$ cat src/rtl/accel_axis_filter.sv
// Multi-axis moving-average filter with per-axis tilt classification and hysteresis.
// Optional build macro ACCEL_FILT_ROUND_EN selects round-half-up averaging instead of floor.
module accel_axis_filter #(
  parameter int N_CH        = 2,
  parameter int DATA_W      = 16,
  parameter int LOG2_DEPTH  = 4,
  parameter int TILT_THRESH = 64,
  parameter int HYST        = 16
) (
  input  logic                         clk,
  input  logic                         reset_n,
  input  logic                         sample_valid,
  input  logic [N_CH*DATA_W-1:0]       sample_data,
  input  logic [$clog2(LOG2_DEPTH+1)-1:0] win_sel,
  input  logic                         flush,
  output logic [N_CH*DATA_W-1:0]       avg_data,
  output logic                         avg_valid,
  output logic [2*N_CH-1:0]            tilt,
  output logic                         primed,
  output logic                         busy,
  output logic                         overrun
);

  localparam int DEPTH = 1 << LOG2_DEPTH;
  localparam int SUM_W = DATA_W + LOG2_DEPTH;
  localparam int WS_W  = $clog2(LOG2_DEPTH + 1);
  localparam int CH_W  = (N_CH > 1) ? $clog2(N_CH) : 1;
  localparam int CNT_W = LOG2_DEPTH + 1;
  localparam logic signed [DATA_W-1:0] TH_POS = DATA_W'(TILT_THRESH);
  localparam logic signed [DATA_W-1:0] TH_NEG = DATA_W'(-TILT_THRESH);
  localparam logic signed [DATA_W-1:0] LV_POS = DATA_W'(TILT_THRESH - HYST);
  localparam logic signed [DATA_W-1:0] LV_NEG = DATA_W'(-(TILT_THRESH - HYST));

  typedef enum logic [1:0] {IDLE, RD, UPD, DONE} state_e;

  state_e                     state_q, state_d;
  logic [CH_W-1:0]            ch_q, ch_d;
  logic [N_CH*DATA_W-1:0]     smp_q, smp_d;
  logic [LOG2_DEPTH-1:0]      wptr_q, wptr_d;
  logic [CNT_W-1:0]           fill_q, fill_d;
  logic [WS_W-1:0]            wexp_q, wexp_d;
  logic signed [SUM_W-1:0]    sum_q [N_CH];
  logic signed [SUM_W-1:0]    sum_d [N_CH];
  logic [N_CH*DATA_W-1:0]     avg_q, avg_d;
  logic [2*N_CH-1:0]          tilt_q, tilt_d;
  logic                       avg_valid_q, avg_valid_d;
  logic                       primed_q, primed_d;
  logic                       overrun_q, overrun_d;
  logic                       busy_q, busy_d;

  logic [DATA_W-1:0]          mem_q [N_CH][DEPTH];
  logic [DATA_W-1:0]          rd_data_q;

  logic [WS_W-1:0]            win_eff_s;
  logic [CNT_W-1:0]           win_len_s;
  logic [LOG2_DEPTH-1:0]      rd_addr_s;
  logic signed [DATA_W-1:0]   cur_smp_s;
  logic signed [DATA_W-1:0]   oldest_s;
  logic signed [SUM_W-1:0]    new_sum_s;
  logic signed [SUM_W:0]      rnd_sum_s;
  logic signed [DATA_W-1:0]   new_avg_s;
  logic                       win_chg_s;
  logic                       mem_we_s;

  // Three-state tilt classifier; leaving a tilt state needs the smaller hysteresis level.
  function automatic logic [1:0] tilt_next(input logic [1:0] cur, input logic signed [DATA_W-1:0] a);
    logic [1:0] nxt;
    case (cur)
      2'b00: begin
        if (a > TH_POS)      nxt = 2'b01;
        else if (a < TH_NEG) nxt = 2'b10;
        else                 nxt = 2'b00;
      end
      2'b01: begin
        if (a < TH_NEG)      nxt = 2'b10;
        else if (a < LV_POS) nxt = 2'b00;
        else                 nxt = 2'b01;
      end
      2'b10: begin
        if (a > TH_POS)      nxt = 2'b01;
        else if (a > LV_NEG) nxt = 2'b00;
        else                 nxt = 2'b10;
      end
      default: nxt = 2'b00;
    endcase
    return nxt;
  endfunction

  // Datapath: oldest-entry selection, running-sum update and scaled average.
  always_comb begin
    win_eff_s = (win_sel > WS_W'(LOG2_DEPTH)) ? WS_W'(LOG2_DEPTH) : win_sel;
    win_len_s = CNT_W'(1) << wexp_q;
    rd_addr_s = wptr_q - win_len_s[LOG2_DEPTH-1:0];
    cur_smp_s = smp_q[ch_q*DATA_W +: DATA_W];
    // Until the window has filled, the slot W back holds stale data and counts as zero.
    oldest_s  = (fill_q < win_len_s) ? {DATA_W{1'b0}} : rd_data_q;
    new_sum_s = sum_q[ch_q] + SUM_W'(cur_smp_s) - SUM_W'(oldest_s);
`ifdef ACCEL_FILT_ROUND_EN
    if (wexp_q == WS_W'(0)) begin
      rnd_sum_s = {new_sum_s[SUM_W-1], new_sum_s};
    end else begin
      rnd_sum_s = {new_sum_s[SUM_W-1], new_sum_s} + ((SUM_W+1)'(1) << (wexp_q - WS_W'(1)));
    end
`else
    rnd_sum_s = {new_sum_s[SUM_W-1], new_sum_s};
`endif
    new_avg_s = DATA_W'(rnd_sum_s >>> wexp_q);
  end

  // Next-state and output-register logic; flush and window changes override all else.
  always_comb begin
    state_d     = state_q;
    ch_d        = ch_q;
    smp_d       = smp_q;
    wptr_d      = wptr_q;
    fill_d      = fill_q;
    wexp_d      = wexp_q;
    avg_d       = avg_q;
    tilt_d      = tilt_q;
    primed_d    = primed_q;
    overrun_d   = overrun_q;
    avg_valid_d = 1'b0;
    mem_we_s    = 1'b0;
    for (int c = 0; c < N_CH; c++) sum_d[c] = sum_q[c];
    win_chg_s   = (state_q == IDLE) && (win_eff_s != wexp_q);

    if (flush || win_chg_s) begin
      state_d   = IDLE;
      ch_d      = {CH_W{1'b0}};
      wptr_d    = {LOG2_DEPTH{1'b0}};
      fill_d    = {CNT_W{1'b0}};
      avg_d     = {(N_CH*DATA_W){1'b0}};
      tilt_d    = {(2*N_CH){1'b0}};
      primed_d  = 1'b0;
      overrun_d = 1'b0;
      wexp_d    = win_chg_s ? win_eff_s : wexp_q;
      for (int c = 0; c < N_CH; c++) sum_d[c] = {SUM_W{1'b0}};
    end else begin
      if (sample_valid && (state_q != IDLE)) overrun_d = 1'b1;
      else                                   overrun_d = overrun_q;
      case (state_q)
        IDLE: begin
          if (sample_valid) begin
            smp_d   = sample_data;
            ch_d    = {CH_W{1'b0}};
            state_d = RD;
          end else begin
            state_d = IDLE;
          end
        end
        RD: state_d = UPD;
        UPD: begin
          sum_d[ch_q]                   = new_sum_s;
          mem_we_s                      = 1'b1;
          avg_d[ch_q*DATA_W +: DATA_W]  = new_avg_s;
          tilt_d[ch_q*2 +: 2]           = tilt_next(tilt_q[ch_q*2 +: 2], new_avg_s);
          if (ch_q == CH_W'(N_CH - 1)) begin
            state_d     = DONE;
            avg_valid_d = 1'b1;
            primed_d    = primed_q | ((fill_q + CNT_W'(1)) >= win_len_s);
          end else begin
            ch_d    = ch_q + CH_W'(1);
            state_d = RD;
          end
        end
        DONE: begin
          wptr_d  = wptr_q + LOG2_DEPTH'(1);
          fill_d  = (fill_q < win_len_s) ? fill_q + CNT_W'(1) : fill_q;
          state_d = IDLE;
        end
        default: state_d = IDLE;
      endcase
    end
    busy_d = (state_d != IDLE);
  end

  // Control and output registers.
  always_ff @(posedge clk or negedge reset_n) begin
    if (!reset_n) begin
      state_q     <= IDLE;
      ch_q        <= {CH_W{1'b0}};
      smp_q       <= {(N_CH*DATA_W){1'b0}};
      wptr_q      <= {LOG2_DEPTH{1'b0}};
      fill_q      <= {CNT_W{1'b0}};
      wexp_q      <= {WS_W{1'b0}};
      avg_q       <= {(N_CH*DATA_W){1'b0}};
      tilt_q      <= {(2*N_CH){1'b0}};
      avg_valid_q <= 1'b0;
      primed_q    <= 1'b0;
      overrun_q   <= 1'b0;
      busy_q      <= 1'b0;
      for (int c = 0; c < N_CH; c++) sum_q[c] <= {SUM_W{1'b0}};
    end else begin
      state_q     <= state_d;
      ch_q        <= ch_d;
      smp_q       <= smp_d;
      wptr_q      <= wptr_d;
      fill_q      <= fill_d;
      wexp_q      <= wexp_d;
      avg_q       <= avg_d;
      tilt_q      <= tilt_d;
      avg_valid_q <= avg_valid_d;
      primed_q    <= primed_d;
      overrun_q   <= overrun_d;
      busy_q      <= busy_d;
      for (int c = 0; c < N_CH; c++) sum_q[c] <= sum_d[c];
    end
  end

  // History buffer: read in RD, written in UPD; contents are deliberately never cleared.
  always_ff @(posedge clk) begin
    if (mem_we_s) mem_q[ch_q][wptr_q] <= cur_smp_s;
    rd_data_q <= mem_q[ch_q][rd_addr_s];
  end

  assign avg_data  = avg_q;
  assign avg_valid = avg_valid_q;
  assign tilt      = tilt_q;
  assign primed    = primed_q;
  assign busy      = busy_q;
  assign overrun   = overrun_q;

endmodule

$ cat config.mk
export PLATFORM = sky130hd
export DESIGN_NAME = accel_axis_filter
export DESIGN_NICKNAME = d
export VERILOG_FILES = /design/src/rtl/accel_axis_filter.sv
export SDC_FILE = /design/constraint.sdc
export NUM_CORES = 1
export LEC_CHECK = 0
export CAP_MARGIN = 20
export CORE_ASPECT_RATIO = 1.25
export CORE_MARGIN = 4
export CORE_UTILIZATION = 64
export DETAILED_ROUTE_END_ITERATION = 16
export PLACE_DENSITY_LB_ADDON = 0.1
export SETUP_SLACK_MARGIN = 0.15
export SKIP_LAST_GASP = 1
export SYNTH_ARGS = -nofsm -noshare
export SYNTH_HDL_FRONTEND = slang
export SYNTH_SLANG_ARGS = --single-unit
$ cat constraint.sdc
create_clock -name clk -period 19.07 [get_ports clk]
set_clock_uncertainty 0.15 [all_clocks]
set_input_delay 3.814 -clock clk [delete_from_list [all_inputs] [get_ports clk]]
set_output_delay 3.814 -clock clk [all_outputs]
set_load 0.005 [all_outputs]
==> flow_summary.toml, run 1 <==
[logic_synthesis]
synth-simple-area-share_pct = 5.55
synth-seq-cells = 655
syn_inst = 1735
synth_warnings = 0
ys_seq_area_share_pct = 66.1
synth_edf_count = 512
synth.distinct_cells = 81
synth-async-reset-ratio_pct = 19.4
synth_top_family_by_area = "multiplexers"
syn_nets = 1833
syn_area_sq_mm = 0.0285
syn_avg_cell_area_sq_um = 16.5
synth_xor_area_share_pct = 0.951
synth_adder_area_share_pct = 3.11
synthFlopType = "edfxtp_1"
synth_compound_area_share_pct = 5.58
muxShareOfSynthArea_pct = 16.6

[power_and_ir_drop]
swShare_pct = 38.0
cellInternalPower_mw = 3.01
p_comb_share_pct = 37.7
powerDensity_mw_per_mm2 = 150
p_sw_mw = 1.84
ir_drop_uv = 113
pwr-share-seq_pct = 37.1
clkPwrFrac_pct = 25.2
p_leak_nw = 11.1

[clock_tree]
ctsHoldBuffers = 0
root_buffer = "clkbuf_16"
clockBufferDepth = 3
cts_sinks = 655
h-tree-depth = 2
cts_tree = "done"
clock_latency_ns = 0.63
cts_resized = 0
cts_buffers = 61
cts_setup_buffers = 0
clkTransAtPathRegs_ns = 0.08

[sta]
slew_violations = 0
fin_crit_sh_pct = 41.2
rsz0062_at_grt = "false"
period_minus_slack_ns = 7.85
setup_tns_ns = 0
max_freq_mhz = 127
worstMarginPinSlew_ns = 1.17
slew_headroom_pct = 22.1
hold_violations = 0
finalSetupViolCount = 0
setup_ws_ns = 11.22

[layout]
multi_input_area_sq_mm = 0.00916
final_layout_size_suffix_gt1_share_pct = 21.5
area_growth_pct = 13.0
nets = 1929
stdcell_count = 2454
fin_area_sq_mm = 0.0322
fillers = 2580
seq_area_sq_mm = 0.0189

[setup_path]
worstReg2RegEnd = "tilt[2]"
cp.required_ns = 19.42
ff2ff_path_depth = 22
cp_max_fo = 22
critPathSlowestCell = "a222oi_1"
rrSetupSlack_ns = 11.22
critical_path.top_delay_family = "compound AO/OA/AOI/OAI gates"
startpoint_type = "flop"
crit_path_max_incr_delay_ns = 0.93
worstSetupPathType = "reg2reg"
crit_cells = 22
cp-startpoint = "wexp_q[0]"
cp-end-kind = "flop"
crit_buf_inv = 2
crit_arrival_ns = 8.20
endpoint = "tilt[2]"
path_cells = "inv_1 -> nor2_1 -> nand2_1 -> ha_1 -> nor2b_1 -> o21a_1 -> o21a_1 -> o21ai_0 -> nand2b_1 -> and2_1 -> fa_1 -> inv_1 -> ha_1 -> a21oi_1 -> o21ai_0 -> a221o_1 -> nor3_1 -> a222oi_1 -> or3b_1 -> a211o_1 -> a2111o_1 -> a32o_1"
reg2reg_from = "wexp_q[0]"

[grt]
grt_pass1_vias = 17200
grt_antenna_before_repair = 1
grtUsageMet1_pct = 40.8
grt_pass1_wl_mm = 114
grt_max_degree = 103
grt_use_met2_pct = 56.7
use_met3_pct = 4.40
grt-ovfl-total = 0
busiest_layer = "met2"
grtUsageTotal_pct = 32.4

[placed_design]
place.gp.congestion = 0.905
place.port_buffers = 78
place_ws_ns = 11.31
placed_cells = 2330
placed_area_sq_mm = 0.0301
place_hpwl_mm = 45.1

[route]
routed_wl_mm = 78.5
viasPerCell = 6.78
firstDrtPassIters = 5
drcViolationCount = 0
wl_per_cell_um = 32.0
ant_nets = 0
drt_iter0_drc = 2150
via_count = 16700

[run_status]
status = "complete, no violations"

[floorplan]
core.rowCount = 86
io_pins = 79
die_area_sq_mm = 0.0481
coreArea_sq_mm = 0.0441
die_w_um = 197
die_h_um = 244
start_util_pct = 64.7

[hold_path]
hp-class = "reg2reg"

[run]
maxCapViolCount = 0
==> power by group through the flow <==
stage,sequential (mW),combinational [mW],clock [mW]
2_1_floorplan,1.80,1.18,0
6_report,1.80,1.83,1.22
3_3_place_gp,1.82,1.77,0
4_1_cts,1.80,1.80,1.23
5_1_grt,1.80,1.95,1.30
3_5_place_dp,1.82,1.78,0
==> tightest hold or removal path: stages (launching register included) <==
cell	delay (ns)
dfrtp_1	0.34
nand2_1	0.05
o21ai_0	0.06
==> cell usage in the layout (no fill, tap or decap), types with 41 or more instances in the layout <==
cell type / instances
nor2_1: 96
mux2_2: 62
dfrtp_1: 126
o21ai_0: 51
inv_1: 58
clkdlybuf4s50_1: 77
a21oi_1: 56
mux2i_1: 41
clkbuf_16: 61
nand2_1: 111
edfxtp_1: 512
mux4_2: 161
==> worst min-delay path by stage <==
stage                            start      endpoint  slack, ns  cells past startpoint
after detailed placement  avg_data[21]  avg_data[21]       0.32                      2
after global placement       sum_q[12]     sum_q[12]       0.31                      2
after global routing         sum_q[15]     sum_q[15]       0.35                      2
after floorplan              sum_q[12]     sum_q[12]       0.29                      2
final                     avg_data[29]  avg_data[29]       0.34                      2
after CTS                 avg_data[21]  avg_data[21]       0.34                      2
==> layout make-up <==
cell class                 instances  area share (%)
clock buffer                      77            4.98
sequential                       655            58.5
multi-input combinational        924            28.4
timing repair buffer             130            4.02
inverter                          59           0.687
tap                              572            2.22
antenna                            1         0.00776
clock inverter                    36            1.13
==> per-stage QoR <==
stage / total power, mW / hold slack (ns) / util, %
finish: 4.85 / 0.335 / 73.1
global route: 5.06 / 0.354 / 73.1
CTS: 4.82 / 0.336 / 72.7
detailed placement: 3.60 / 0.321 / 68.3
global placement: 3.59 / 0.310 / 68.1
floorplan: 2.98 / 0.294 / -
==> routing by layer <==
layer	wire, um	part of all wire [%]
met5	0	0
met4	4540	5.8
met3	6150	7.8
met2	41400	53
met1	26400	34
==> flip-flops by register name, summed over array words and instances, names as in the netlist <==
name / cells
sum_q: 40
rd_data_q: 16
avg_valid: 1
wexp_q: 3
ch_q: 1
smp_q: 32
overrun: 1
wptr_q: 4
primed: 1
fill_q: 5
state_q: 2
tilt: 4
avg_data: 32
mem_q: 512
busy: 1
==> cells in the mapped netlist (19+ instances only) <==
cell      instances  area [sq um]
mux4_2          161          3630
a21oi_1          57           285
o21ai_0          51           255
ha_1             39           488
a211oi_1         19           143
nand2_1         111           417
nor2_1          115           432
mux2_2           62           698
mux2i_1          41           410
edfxtp_1        512         15400
fa_1             20           400
clkbuf_1         81           304
dfrtp_1         127          3180
inv_1            58           218
==> cell families (layout without fill, tap and decap cells) <==
| kind of cell | count (synthesis) | in the layout |
|---|---|---|
| buf+inv | 156 | 302 |
| xor+xnor | 31 | 31 |
| mux | 264 | 264 |
| other cells | 0 | 1 |
| simple gates | 344 | 344 |
| flops | 655 | 655 |
| compound gates | 226 | 226 |
| fa+ha+maj | 59 | 59 |
Note: power is estimated with default switching activity, not from simulation.
==> run 2, diff against run 1 <==
- CORE_UTILIZATION: 64 -> 56
- clock period: 19.07 -> 6.85 ns (I/O delays scaled with it)
==> run 2 against run 1 <==
  * Power grew to 2.8 times the previous value
  * Hold slack got worse by 0.0033 ns
  * Sequential power rose to 2.8 times the previous value
  * Sequential cell count stayed put
  * Core utilization is 8.8 points lower
  * Register-to-register slack worse by 11 ns
  * Via count shrank 3.5%
==> flow_summary.toml, run 2 (synthesis gave the netlist of run 1 again) <==
[sta]
setup_tns_ns = 0
slew_headroom_pct = 29.8
setup_ws_ns = 0.477
fin_crit_sh_pct = 93.0
max_freq_mhz = 157
finalSetupViolCount = 0
period_minus_slack_ns = 6.37
worstMarginPinSlew_ns = 1.05
hold_violations = 0
slew_violations = 0
rsz0062_at_grt = "false"

[floorplan]
die_h_um = 260
io_pins = 79
die_w_um = 210
start_util_pct = 56.6
coreArea_sq_mm = 0.0504
die_area_sq_mm = 0.0547
core.rowCount = 92

[layout]
top_regs = "mem_q x512, sum_q x40"
stdcell_count = 2569
largest_reg_flops = 512
final_layout_size_suffix_gt1_share_pct = 23.0
multi_input_area_sq_mm = 0.00923
area_growth_pct = 13.6
most-common-layout-cells = "512 x edfxtp_1, 161 x mux4_2, 126 x dfrtp_1"
regMostFlops = "mem_q"
layout_commonest_cell = "edfxtp_1"
fillers = 3586
final_core_util_pct = 64.3
seq_area_sq_mm = 0.0189
nets = 1959

[clock_tree]
clock_latency_ns = 0.62
clkTransAtPathRegs_ns = 0.06
clockBufferDepth = 3
cts_sinks = 655
root_buffer = "clkbuf_16"
cts_buffers = 61
cts_tree = "done"
h-tree-depth = 2

[setup_path]
cp.required_ns = 7.21
cp_max_fo = 16
crit_path_max_incr_delay_ns = 0.51
worstSetupPathType = "reg2reg"
startpoint_type = "flop"
critical_path.top_delay_family = "compound AO/OA/AOI/OAI gates"
cpMostUsedCell = "buf_4"
critPathSlowestCell = "fa_1"
crit_buf_inv = 5
crit_arrival_ns = 6.74
cp-end-kind = "flop"

[grt]
grtUsageTotal_pct = 26.7
grt_max_degree = 67
grt_antenna_before_repair = 0
grt_pass1_wl_mm = 108
grt-ovfl-total = 0
grt_pass1_vias = 16600

[run]
maxCapViolCount = 0

[placed_design]
place_hpwl_mm = 46.2
place.port_buffers = 78
placed_cells = 2453
place_ws_ns = 0.288
place.gp.congestion = 0.951

[power_and_ir_drop]
powerDensity_mw_per_mm2 = 417
p_leak_nw = 11.2
ir_drop_uv = 260

[route]
firstDrtPassIters = 5
viasPerCell = 6.25
routed_wl_mm = 72.0
via_count = 16100
drcViolationCount = 0
wl_per_cell_um = 28.0
ant_nets = 0
drt_iter0_drc = 1387

[run_status]
status = "complete, no violations"

[hold_path]
hp-class = "reg2reg"
[run 2: cell count changes in the layout (fill, tap and decap cells not counted), moves of 3 or more]
cell / delta
nor2_2: -9
clkbuf_1: +4
bufinv_16: -4
nor2_1: +8
buf_4: +44
clkinv_1: -5
buf_8: -10
clkinvlp_2: +3
[run 2: path summary, 6_finish.rpt]
check / start / to / slack (ns) / depth (start not counted)
max in group asynchronous: reset_n / ch_q / 4.53 / 2
setup / recovery: wexp_q[0] / tilt[2] / 0.48 / 26
hold / removal: avg_data[26] / avg_data[26] / 0.33 / 2
min in group asynchronous: reset_n / smp_q[9] / 0.59 / 1
hold reg to reg: avg_data[26] / avg_data[26] / 0.33 / 2
setup reg to reg: wexp_q[0] / tilt[2] / 0.48 / 26
[run 2: cell type report]
class | count | share of cell area, %
Multi-Input combinational cell | 924 | 28.5
Tap cell | 658 | 2.54
Clock buffer | 82 | 5.08
Clock inverter | 30 | 0.725
Antenna cell | 1 | 0.00771
Timing Repair Buffer | 160 | 4.31
Sequential cell | 655 | 58.2
Inverter | 59 | 0.683
[run 2: worst min-delay path, stage by stage, from the launching register on]
cell	delay [ns]
dfrtp_1	0.34
nand2_1	0.05
o21ai_0	0.06
[run 2: power breakdown]
| group | internal (mW) | switching [mW] |
|---|---|---|
| logic | 1.81 | 3.55 |
| clock network | 1.76 | 1.43 |
| registers | 4.91 | 0.0746 |
[run 2: layer usage]
| metal | up-vias | wire [um] | global-route usage, % |
|---|---|---|---|
| met5 | - | 0 | 0 |
| met3 | 139 | 4140 | 3.62 |
| li1 | 6983 | - | - |
| met2 | 559 | 38400 | 48.1 |
| met4 | 0 | 2460 | 8.21 |
| met1 | 8379 | 27000 | 34.0 |
[run 2: per-stage QoR]
stage,area (sq um),power [mW],hold slack (ns)
after floorplan,28500,8.29,0.294
after detailed placement,30400,10.2,0.324
after global routing,32400,14.2,0.359
after CTS,32300,13.4,0.338
final,32400,13.5,0.332
after global placement,30400,10.2,0.311
[run 2: what timing repair did]
item,4_1_cts,5_1_grt
hold buffers,0,0
endpoints found under the setup margin,0,5
setup buffers,0,3
gates resized for setup,0,24
